$ cat config.mk
export PLATFORM = sky130hd
export DESIGN_NAME = reg_file
export DESIGN_NICKNAME = d
export VERILOG_FILES = /design/src/rtl/reg_file.sv
export SDC_FILE = /design/constraint.sdc
export NUM_CORES = 2
export LEC_CHECK = 0
export BUFFER_PORTS_ARGS = -buffer_cell sky130_fd_sc_hd__clkbuf_2
export CELL_PAD_IN_SITES_DETAIL_PLACEMENT = 1
export CELL_PAD_IN_SITES_GLOBAL_PLACEMENT = 1
export CORE_UTILIZATION = 54
export DETAILED_ROUTE_END_ITERATION = 8
export PLACE_DENSITY_LB_ADDON = 0.1
export SETUP_SLACK_MARGIN = 0.1
export SLEW_MARGIN = 40
export SYNTH_ARGS = -nofsm -noshare
export SYNTH_HDL_FRONTEND = slang
export SYNTH_SLANG_ARGS = --single-unit
$ cat constraint.sdc
create_clock -name clk -period 2.6 [get_ports clk]
set_clock_uncertainty 0.1 [all_clocks]
set_input_delay 0.39 -clock clk [delete_from_list [all_inputs] [get_ports clk]]
set_output_delay 0.39 -clock clk [all_outputs]
set_load 0.03 [all_outputs]
$ cat src/rtl/reg_file.sv
// reg_file: two-read, one-write integer register file with x0 hardwired to zero
//
// Ports:
//   clk            rising-edge clock
//   rst            asynchronous active-low reset, clears every entry
//   we             write enable
//   waddr, wdata   write port (rd)
//   raddr1, rdata1 combinational read port 1 (rs1)
//   raddr2, rdata2 combinational read port 2 (rs2)
//
// Optional macro REGFILE_BYPASS_EN: forwards wdata to a read port that
// addresses the entry being written in the same cycle.
module reg_file #(
    parameter int XLEN   = 32,
    parameter int ADDR_W = 5
) (
    input  logic              clk,
    input  logic              rst,
    input  logic              we,
    input  logic [ADDR_W-1:0] waddr,
    input  logic [XLEN-1:0]   wdata,
    input  logic [ADDR_W-1:0] raddr1,
    output logic [XLEN-1:0]   rdata1,
    input  logic [ADDR_W-1:0] raddr2,
    output logic [XLEN-1:0]   rdata2
);
    localparam int DEPTH = 1 << ADDR_W;

    logic [XLEN-1:0] mem [DEPTH];

    always_ff @(posedge clk or negedge rst) begin
        if (!rst) begin
            for (int i = 0; i < DEPTH; i++) mem[i] <= '0;
        end else if (we && waddr != '0) begin
            mem[waddr] <= wdata;
        end
    end

`ifdef REGFILE_BYPASS_EN
    // Forwarding is gated by rst so a port under reset reads the cleared entry.
    logic fwd1, fwd2;
    always_comb begin
        fwd1   = rst && we && (waddr != '0) && (raddr1 == waddr);
        fwd2   = rst && we && (waddr != '0) && (raddr2 == waddr);
        rdata1 = (raddr1 == '0) ? '0 : fwd1 ? wdata : mem[raddr1];
        rdata2 = (raddr2 == '0) ? '0 : fwd2 ? wdata : mem[raddr2];
    end
`else
    always_comb begin
        rdata1 = (raddr1 == '0) ? '0 : mem[raddr1];
        rdata2 = (raddr2 == '0) ? '0 : mem[raddr2];
    end
`endif
endmodule

==> summary.md <==
- register clock-pin slew on the reported worst setup and hold paths: 0.06 ns
- DR DRC count: 0
- Die X-Extent: 319 µm
- total routing resource utilization after global routing: 41.1%
- arrival time reported for the critical path endpoint: 2.59 ns
- endpoint class of the critical path: output pin
- fraction of final layout cells sized beyond drive strength 1: 64.0%
- remaining global-route overflow: 0
- iteration-0 DRC count of the detailed router: 3,661
- total routed wirelength: 208,000 µm
- count of cell types in the netlist: 35
- combinational family with the most area after synthesis: multiplexers
- worst-case reg-to-reg path depth: 3
- required time of the critical path: 2.11 ns
- Synth Area in Compound Gates: 4.84%
- maximum number of pins on one net before global-route repair: 93
- DPL Wire Length: 130,000 µm
- post-route antenna net violation count: 0
- static power due to leakage: 28.8 nW
- type of the worst setup path: flop to output pin
- Min Clock Period, post-route: 3.08 ns
- Hold/Removal Path Class: input port to asynchronous set/reset pin
- synthesized instance count: 3,621
- Primary FF master, synth: sky130_fd_sc_hd__dfrtp_1
- arithmetic-cell share of the synthesized area counting full adders, half adders and majority gates: 0%
- crit path max-delay cell type: sky130_fd_sc_hd__a311oi_2
- Yosys warning total: 0
- synthesized-area fraction occupied by xor and xnor cells: 0%
- register with the most flip-flops: mem
- fraction of registers with async set or reset after synthesis: 100%
- post-route clock period utilization: 119%
- Post-synth EDFFs: 0
- Critical Path Start Type: flop
- post-synthesis mux area share: 42.8%
- Placed Cells: 5,071
- maximum fanout along the worst path: 3
- number of sinks on the clock net: 1,024
- starting utilization of the core area: 54.4%
- Yosys reg bits: 1,024
- power per standard cell area: 741 mW/mm²
- Post-Synthesis Net Count: 3,671
- fin worst setup slack: -0.481 ns
- final layout net count: 3,986
- Regs by FF count: mem x1024
- CP Cell Sequence: mux4_2 > nor2b_1 > a211oi_2 > a311oi_2 > clkbuf_8
- core area: 0.0999 mm²
- Synth Area per Inst: 15.0 µm²
- clock root cell: sky130_fd_sc_hd__clkbuf_16
- Tightest Pin Transition: 0.801 ns
- number of H-tree levels: 3
- slack of the worst reg-to-reg path: 1.47 ns
- die area: 0.102 mm²
- unrepaired setup endpoints after global routing: yes
- number of global-route vias before repair: 42,100
- max-cap viol count: 0
- routed wirelength normalized by instance count: 39.0 µm
- wire length of the first global-routing pass: 303,000 µm
- synthesized cell area: 0.0544 mm²
- Hold Vio Cnt, Final: 0
- longest individual stage delay on the worst path: 0.62 ns
- number of buffers between clock root and the deepest sink: 3
- CTS tree: done
- Slew Limit Fails: 0
- Vert. Die Dim: 319 µm
- most common cell after layout, fill and taps aside: sky130_fd_sc_hd__dfrtp_1
- outcome: complete, but fails checks
- final cell utilization of the core: 66.6%
- commonest cells after routing, fill and taps aside: 1,024 x sky130_fd_sc_hd__dfrtp_1, 1,008 x sky130_fd_sc_hd__mux2_2, 448 x sky130_fd_sc_hd__mux4_2
- highest ir drop seen on vdd: 533 µV
- number of primary I/O pins: 114
- synthesis-to-finish area growth: 22.4%
- Seq/Total Area, Yosys: 47.1%
- number of antenna violations at the first check in global routing: 17
- routed vias: 38,500
- violated checks: setup timing
- clock latency at the later pin of the worst-skew pair: 0.70 ns
- post-route worst hold slack: 0.169 ns
- Max transition margin: 46.6%
- total clock buffers created by CTS: 112
- DR pass1 iterations: 6
- post-detailed-route via-to-cell ratio: 7.23
- total power: 49.3 mW
- Setup-failing EPs final: 64
- quantity of I/O buffers inserted on ports: 113
- Synth Area in Simple Gates: 1.61%
- Worst R2R Start: mem[550]$_DFFE_PN0P_
- Max Clock Freq: 325 MHz
- Final Wtd Congestion: 0.887
- # rows: 116
- final cell count without fillers: 5,327
- design area: 0.0665 mm²
- cell area after placement: 0.0607 mm²
- R2R Path End: mem[550]$_DFFE_PN0P_
- flip-flop count of the largest register after layout: 1,024
-- area by class of cell --
type	count	area [µm²]
Multi-Input combinational cell	2164	28700
Fill cell	8541	33300
Clock buffer	173	3310
Antenna cell	8	20.0
Timing Repair Buffer	632	7000
Sequential cell	1024	25600
Inverter	2	10.0
Tap cell	1298	1620
Clock inverter	26	285
-- layer usage --
metal / routed length (µm) / vias up / GRT usage [%]
li1: - / 14700 / -
met4: 13300 / 16 / 23.3
met3: 18500 / 741 / 9.59
met5: 102 / - / 0
met1: 79200 / 20900 / 54.2
met2: 96500 / 2084 / 63.0
-- power breakdown --
group          switching (mW)  total, mW  leakage [nW]  internal (mW)
registers                2.53       21.5          13.1           19.0
logic                    5.06       11.8          13.9           6.77
clock network            6.74       16.0          1.78           9.27
total                    14.3       49.3          28.8           35.0
-- how the worst max path moves through the flow --
| stage | startpoint | endpoint | slack (ns) | depth (start not counted) |
|---|---|---|---|---|
| after floorplan | raddr1[0] | rdata1[14] | 0.09 | 7 |
| after global placement | raddr2[1] | rdata2[30] | -0.51 | 8 |
| after detailed placement | raddr2[1] | rdata2[30] | -0.51 | 8 |
| after CTS | mem[780]$_DFFE_PN0P_ | rdata2[12] | -0.44 | 6 |
| after global routing | mem[780]$_DFFE_PN0P_ | rdata2[12] | -0.45 | 6 |
| final | mem[727]$_DFFE_PN0P_ | rdata2[23] | -0.48 | 5 |
-- cell families (layout without fill, tap and decap cells) --
family / Yosys count / in the layout
other: 0 / 8
AO/OA/AOI/OAI: 366 / 366
AND/OR/NAND/NOR: 165 / 166
buffers and inverters: 434 / 833
flip-flops: 1024 / 1024
multiplexers: 1632 / 1632
-- metrics by stage --
step	TNS (ns)	worst slack [ns]
5_1_grt	-19.44	-0.452
3_3_place_gp	-19.28	-0.510
2_1_floorplan	0	0.0908
3_5_place_dp	-19.37	-0.507
4_1_cts	-17.81	-0.439
6_report	-17.18	-0.481
-- cells in the mapped netlist, drive strengths merged (49+ instances only) --
cell type  instances  share of area [%]
o21ai            110                1.0
mux4             448                 19
a22oi             64               0.88
nor2b             71               0.82
mux2i            128                2.4
mux2            1056                 22
nand2             49               0.34
buf              207                2.1
clkbuf           225                1.6
a211oi            64               0.88
dfrtp           1024                 47
a311oi            64                1.0
-- worst max-delay path: cells and delay by family, from the launching register on --
kind            cells  cell delay (ns)
simple gates        1             0.17
buf+inv             1             0.30
flops               1             0.43
compound gates      2             0.69
mux                 1             0.31
-- what timing repair did --
action	4_1_cts	5_1_grt
setup endpoints to repair	64	64
resized for setup	382	92
cloned	4	2
buffers inserted	18	24
pin swaps	62	35
hold endpoints to repair	55	0
hold buffers	1	0
(Power assumes the default switching activity.)
